File: src/rtl/main_control_fsm.sv
// Multicycle main control FSM for the MIPS-subset datapath.
// Sequences fetch/decode/execute/memory/writeback and drives datapath controls.
module main_control_fsm (
    input  logic       clk,
    input  logic       rst_n,
    input  logic [5:0] opcode,
    input  logic       mem_ready,
    output logic       pc_write,
    output logic       pc_write_cond,
    output logic       i_or_d,
    output logic       mem_read,
    output logic       mem_write,
    output logic       ir_write,
    output logic       mem_to_reg,
    output logic       reg_dst,
    output logic       reg_write,
    output logic       alu_src_a,
    output logic [1:0] alu_src_b,
    output logic [1:0] pc_source,
    output logic [1:0] alu_op,
    output logic [3:0] state,
    output logic       illegal_op
);

    typedef enum logic [3:0] {
        FETCH  = 4'd0,
        DECODE = 4'd1,
        MEMADR = 4'd2,
        MEMRD  = 4'd3,
        MEMWB  = 4'd4,
        MEMWR  = 4'd5,
        EXEC   = 4'd6,
        ALUWB  = 4'd7,
        BRANCH = 4'd8,
        JUMP   = 4'd9,
        IMMEX  = 4'd10,
        IMMWB  = 4'd11
    } state_t;

    localparam logic [5:0] OP_R    = 6'b000000;
    localparam logic [5:0] OP_LW   = 6'b100011;
    localparam logic [5:0] OP_SW   = 6'b101011;
    localparam logic [5:0] OP_BEQ  = 6'b000100;
    localparam logic [5:0] OP_J    = 6'b000010;
    localparam logic [5:0] OP_ADDI = 6'b001000;
    localparam logic [5:0] OP_ANDI = 6'b001100;

    state_t     state_q;
    state_t     state_d;
    logic [5:0] op_q;
    logic       illegal_q;

    logic is_mem;
    logic is_r;
    logic is_beq;
    logic is_j;
    logic is_imm;
    logic is_legal;

    assign is_mem   = (opcode == OP_LW) || (opcode == OP_SW);
    assign is_r     = (opcode == OP_R);
    assign is_beq   = (opcode == OP_BEQ);
    assign is_j     = (opcode == OP_J);
    assign is_imm   = (opcode == OP_ADDI) || (opcode == OP_ANDI);
    assign is_legal = is_mem | is_r | is_beq | is_j | is_imm;

    always_ff @(posedge clk or negedge rst_n) begin
        if (!rst_n) begin
            state_q   <= FETCH;
            op_q      <= 6'd0;
            illegal_q <= 1'b0;
        end else begin
            state_q <= state_d;
            if (state_q == DECODE) begin
                op_q <= opcode;
                if (!is_legal)
                    illegal_q <= 1'b1;
            end
        end
    end

    always_comb begin
        state_d       = FETCH;
        pc_write      = 1'b0;
        pc_write_cond = 1'b0;
        i_or_d        = 1'b0;
        mem_read      = 1'b0;
        mem_write     = 1'b0;
        ir_write      = 1'b0;
        mem_to_reg    = 1'b0;
        reg_dst       = 1'b0;
        reg_write     = 1'b0;
        alu_src_a     = 1'b0;
        alu_src_b     = 2'b00;
        pc_source     = 2'b00;
        alu_op        = 2'b00;
        case (state_q)
            FETCH: begin
                mem_read  = 1'b1;
                alu_src_b = 2'b01;
                ir_write  = mem_ready;
                pc_write  = mem_ready;
                state_d   = mem_ready ? DECODE : FETCH;
            end
            DECODE: begin
                alu_src_b = 2'b11;
                // Unsupported opcodes fall through to FETCH
                unique case (1'b1)
                    is_mem:  state_d = MEMADR;
                    is_r:    state_d = EXEC;
                    is_beq:  state_d = BRANCH;
                    is_j:    state_d = JUMP;
                    is_imm:  state_d = IMMEX;
                    default: state_d = FETCH;
                endcase
            end
            MEMADR: begin
                alu_src_a = 1'b1;
                alu_src_b = 2'b10;
                state_d   = (op_q == OP_LW) ? MEMRD : MEMWR;
            end
            MEMRD: begin
                mem_read = 1'b1;
                i_or_d   = 1'b1;
                state_d  = mem_ready ? MEMWB : MEMRD;
            end
            MEMWB: begin
                reg_write  = 1'b1;
                mem_to_reg = 1'b1;
            end
            MEMWR: begin
                mem_write = 1'b1;
                i_or_d    = 1'b1;
                state_d   = mem_ready ? FETCH : MEMWR;
            end
            EXEC: begin
                alu_src_a = 1'b1;
                alu_op    = 2'b10;
                state_d   = ALUWB;
            end
            ALUWB: begin
                reg_write = 1'b1;
                reg_dst   = 1'b1;
            end
            BRANCH: begin
                alu_src_a     = 1'b1;
                alu_op        = 2'b01;
                pc_write_cond = 1'b1;
                pc_source     = 2'b01;
            end
            JUMP: begin
                pc_write  = 1'b1;
                pc_source = 2'b10;
            end
            IMMEX: begin
                alu_src_a = 1'b1;
                alu_src_b = 2'b10;
                alu_op    = (op_q == OP_ANDI) ? 2'b11 : 2'b00;
                state_d   = IMMWB;
            end
            IMMWB: begin
                reg_write = 1'b1;
            end
            default: state_d = FETCH;
        endcase
    end

    assign state      = state_q;
    assign illegal_op = illegal_q;

endmodule
File: config.mk
export PLATFORM = sky130hd
export DESIGN_NAME = main_control_fsm
export DESIGN_NICKNAME = d
export VERILOG_FILES = /design/src/rtl/main_control_fsm.sv
export SDC_FILE = /design/constraint.sdc
export NUM_CORES = 1
export LEC_CHECK = 0
export BUFFER_PORTS_ARGS = -buffer_cell sky130_fd_sc_hd__buf_2
export CORE_MARGIN = 3
export CORE_UTILIZATION = 35
export CTS_BUF_LIST = sky130_fd_sc_hd__clkbuf_8
export DETAILED_ROUTE_END_ITERATION = 7
export GPL_ROUTABILITY_DRIVEN = 1
export SLEW_MARGIN = 20
export SYNTH_ARGS = -nofsm -noshare
export SYNTH_HDL_FRONTEND = slang
export SYNTH_SLANG_ARGS = --single-unit
File: constraint.sdc
create_clock -name clk -period 1.6 [get_ports clk]
set_clock_uncertainty 0.1 [all_clocks]
set_input_delay 0.48 -clock clk [delete_from_list [all_inputs] [get_ports clk]]
set_output_delay 0.48 -clock clk [all_outputs]
set_load 0.01 [all_outputs]
* After elaboration in Yosys (flattened, before gate mapping)
Index checks and enable logic that the tools add are counted.
Word-level totals: flip-flop bits (word level) 11, bits of input ports 9
Operators by class: eq/ne operators 19, muxes and demuxes 20, bitwise logic cells 5, reductions and logical operators 10
Operators with widths (count):
- $pmux 4 s7 | 1
- $pmux 4 s5 | 1
- $eq 6x4->1 const B | 3
- $eq 6x6->1 const B | 3
- $eq 4x3->1 const B | 4
- $eq 4x4->1 const B | 4
- $pmux 2 s3 | 2
- $mux 1 | 10
- $mux 3 | 3
- $eq 4x2->1 const B | 2
- $eq 6x2->1 const B | 1
- $eq 6x3->1 const B | 1
- $logic_not 6->1 | 1
- $reduce_or 2->1 | 3
- $eq 4x1->1 const B | 1
- $logic_not 4->1 | 1
- $or 1x1->1 | 4
- $pmux 2 s2 | 1
- $reduce_or 4->1 | 1
- $reduce_or 3->1 | 1
- $logic_or 1x1->1 | 2
- $mux 2 | 1
- $pmux 1 s2 | 1
- $reduce_and 2->1 | 1
- $not 1->1 | 1

* Longest topological paths before layout
word-level depth 8, gate-level depth with buffers 5, depth with buffers taken out 3

* Least setup slack after synthesis
OpenSTA, ideal clock, no wires.
path type register to output, start register state_q[0], in the netlist state[0], end output port pc_write, data arrival time 1.403 ns, data required time 1.020 ns, setup slack -0.383 ns, cell stages (with the launch flop) 4, path through dfrtp_1 > clkbuf_1 > or3b_2 > a211oi_1
Between the ends: longest elaborated chain between the ends 2
RTL lines:
- from (decl) | RTL line 48 | state_t state_q;
- from (signal assigned) | RTL line 73 | state_q <= state_d;
- $eq 4x4->1 / $logic_not 4->1 (equally long branches) | RTL line 97 | case (state_q)
- $pmux 1 s2 (*) | RTL line 97
- to (decl) | RTL line 8 | output logic pc_write,
Every way passes the cells marked *; elsewhere a longest branch is shown, timed or not.

* Worst setup path in the final report
start register state_q[2], in the netlist state[2], end output port alu_op[1]
Between the ends: longest elaborated chain between the ends 2
RTL lines:
- $eq 4x4->1 / $eq 4x3->1 (equally long branches) | RTL line 97
- $pmux 2 s3 (*) | RTL line 97
- to (decl) | RTL line 20 | output logic [1:0] alu_op,
Marks and branches as above.

==> summary.md <==
| Metric | Value |
|---|---|
| Final core occ | `between 70 and 80%` |
| Synth async-reset ratio | `100%` |
| Final wirelength | `between 3000 and 4000 µm` |
| CTS tree | `yes` |
| P_leak | `0.000744 µW` |
| Post-synth cell types | `37` |
| Power Dens Cells | `approximately 1300 nW/µm²` |
| Crit Path Category | `reg -> out` |
| Min Tclk post-route | `2.01 ns` |
| Worst VDD drop | `0.000899 V` |
| Starting DRT DRC Count | `8` |
| Root buf cell | `clkbuf_8` |
| Vias in the first global route | `894` |
| Post-route DRC | `0` |
| Clock tree sinks | `11` |
| Total gr overflow | `0` |
| H-tree depth | `1` |
| Gate Count Post-Synth | `96` |
| Number of hold buffers added after CTS | `0` |
| Maximum clock insertion buffer count | `2` |
| Fin. Hold Viols | `0` |
| Area grow syn2layout | `102%` |
| Finished Layout Cells | `196` |
| Final non-filler cell area | `1700 µm²` |
| Post-synth EDFFs | `0` |
| Total track usage | `19.1%` |
| PortBufs | `29` |
| Final setup TNS | `-6.55 ns` |
| Fin crit share | `125%` |
| Synth Warn # | `0` |
| #FFs+latches synth | `11` |
| Clock-pin slew on the worst setup and hold paths | `approximately 0.050 ns` |
| Synth Cell Area | `845 µm²` |
| Initial DRT Pass Iterations | `4` |
| Io pins | `30` |
| Skew-Pair Late Insertion Delay | `approximately 0.24 ns` |
| Detail Route Antenna Nets | `0` |
| Setup-failing EPs final | `28` |
| Synth area leaders | `dfrtp_1, mux2_2, nand2b_1, nor2_1, a211oi_1` |
| Worst Path Arrival | `1.43 ns` |
| Yosys top cell area share | `32.6%` |
| Most common cell after layout, fill and taps aside | `buf_4` |
| Initial Utilization | `37.5%` |
| Largest area contributor in the netlist | `dfrtp_1` |
| Worst setup SP type | `register` |
| Dpl cell area | `1350 µm²` |
| Core Footprint | `2250 µm²` |
| Total CTS buffers | `3` |
| DR vias | `1022` |
| Worst-path fanout max | `5` |
| Die H | `between 50 and 60 µm` |
| Gpl congestion | `0.799` |
| Critical path cell sequence | `buf_6 -> nand2b_4 -> nand4b_1 -> a21oi_2 -> buf_2` |
| Outcome | `finished, violations left` |
| Sequential element share of the synthesized area | `32.6%` |
| Most frequent cells in the layout | `buf_4, buf_2, buf_6, dfrtp_1, nor2_2` |
| DR vias/cell | `5.21` |
| HPWL Detailed | `approximately 2000 µm` |
| Layout cells sized above 1 | `between 70% and 80%` |
| Routed wire per std cell | `15.3 µm` |
| Layout Nets | `roughly 180` |
| Failing checks | `setup timing` |
| Main flop type after synthesis | `dfrtp_1` |
| Crit. End Element | `primary output` |
| Worst Slack Setup Final | `-0.406 ns` |
| Die outline width | `about 55 µm` |
| Worst Tran Pin Value | `0.315 ns` |
| Maximum clock rate | `approximately 500 MHz` |
| Slew headroom | `between 70% and 80%` |
| Largest stage delay, worst path | `0.42 ns` |
| Initial antenna violation count | `0` |
| Req. time, crit path | `1.02 ns` |
| RSZ-0062 raised after global routing | `yes` |
| Min-Delay Path Class | `in -> async` |
| Slowest CP cell | `dfrtp_1` |
| FP Rows | `17` |
| First-pass GRT wire length | `just over 4000 µm` |
| Final Slew Violations | `0` |
| Synth Net Count | `105` |
| Max-cap violations | `0` |
| FF-to-FF setup slack | `-0.28 ns` |
| Inst Count DP | `around 180` |
| Antenna fix cells | `0` |
| Post-Syn Area per Cell | `8.80 µm²` |
| Largest net degree at the start of global routing | `12` |
| DIE AREA | `3040 µm²` |
-- cells in the mapped netlist, drive strengths merged (3+ instances only) --
| cell type | n |
|---|---|
| dfrtp | 11 |
| buf | 3 |
| nor3 | 5 |
| a21oi | 4 |
| nand2b | 6 |
| a211oi | 4 |
| nand2 | 3 |
| nand3 | 3 |
| nor2 | 10 |
| clkbuf | 6 |
| mux2 | 6 |
-- power breakdown --
| group | switching [µW] | leakage, µW | internal (µW) |
|---|---|---|---|
| clock network | 100 | 0.0000269 | 168 |
| registers | 86.8 | 0.000131 | 381 |
| logic | 652 | 0.000586 | 832 |
| total | 839 | 0.000744 | 1380 |
-- cells by family (layout without fill, tap and decap cells) --
logic type             count (synthesis)  count (layout)  share of synthesized area (%)
AND/OR/NAND/NOR                       48              49                           34.4
AO/OA/AOI/OAI                         20              20                           17.3
flip-flops                            11              11                           32.6
buffers and inverters                 10              81                           6.67
multiplexers                           6               6                           8.00
XOR/XNOR                               1               1                           1.04
-- registers in the layout, summed over array words and instances (netlist names) --
signal,flops
op_q,6
state,4
illegal_op,1
-- per-stage QoR --
| stage | setup WS, ns | power (µW) | hold WS (ns) |
|---|---|---|---|
| 6_report | -0.406 | 2220 | 0.00915 |
| 5_1_grt | -0.488 | 2360 | 0.0177 |
| 4_1_cts | -0.394 | 2060 | 0.0112 |
| 3_5_place_dp | -0.319 | 1600 | 0.270 |
| 3_3_place_gp | -0.302 | 1570 | 0.263 |
| 2_1_floorplan | -0.214 | 1250 | 0.0844 |
-- path summary, 6_finish.rpt --
| check | end | from | cells past startpoint |
|---|---|---|---|
| setup / recovery | alu_op[1] | state[2] | 5 |
| hold / removal | illegal_op | rst_n | 1 |
| setup reg to reg | op_q[1] | state[3] | 5 |
| hold reg to reg | illegal_op | illegal_op | 1 |
| max in group asynchronous | state[1] | rst_n | 1 |
| min in group clk | illegal_op | illegal_op | 1 |
-- layout make-up --
| cell class | count | area [µm²] |
|---|---|---|
| clock buffer | 3 | 41.3 |
| clock inverter | 1 | 3.75 |
| fill | 154 | 552 |
| inverter | 1 | 3.75 |
| multi-input combinational | 76 | 752 |
| sequential | 11 | 277 |
| tap | 28 | 35.0 |
| timing repair buffer | 76 | 591 |
-- routing by layer --
metal	GRT usage, %	wire [µm]
met5	0	0
met3	3.75	111
met2	34.1	1590
met4	8.91	63
met1	21.8	1240
-- repair_timing --
item                                    CTS  global route
pin swaps                                 7            12
buffers inserted                          6             9
cloned                                    1             0
endpoints found under the setup margin   25            28
resized for setup                        18            24
-- critical path: cells and delay by family, from the launching register on --
kind	cells	cell delay [ns]
AOI/OAI and AO/OA	1	0.12
and+or+nand+nor	2	0.37
buffers and inverters	2	0.27
DFF	1	0.42
(Power assumes the default switching activity.)
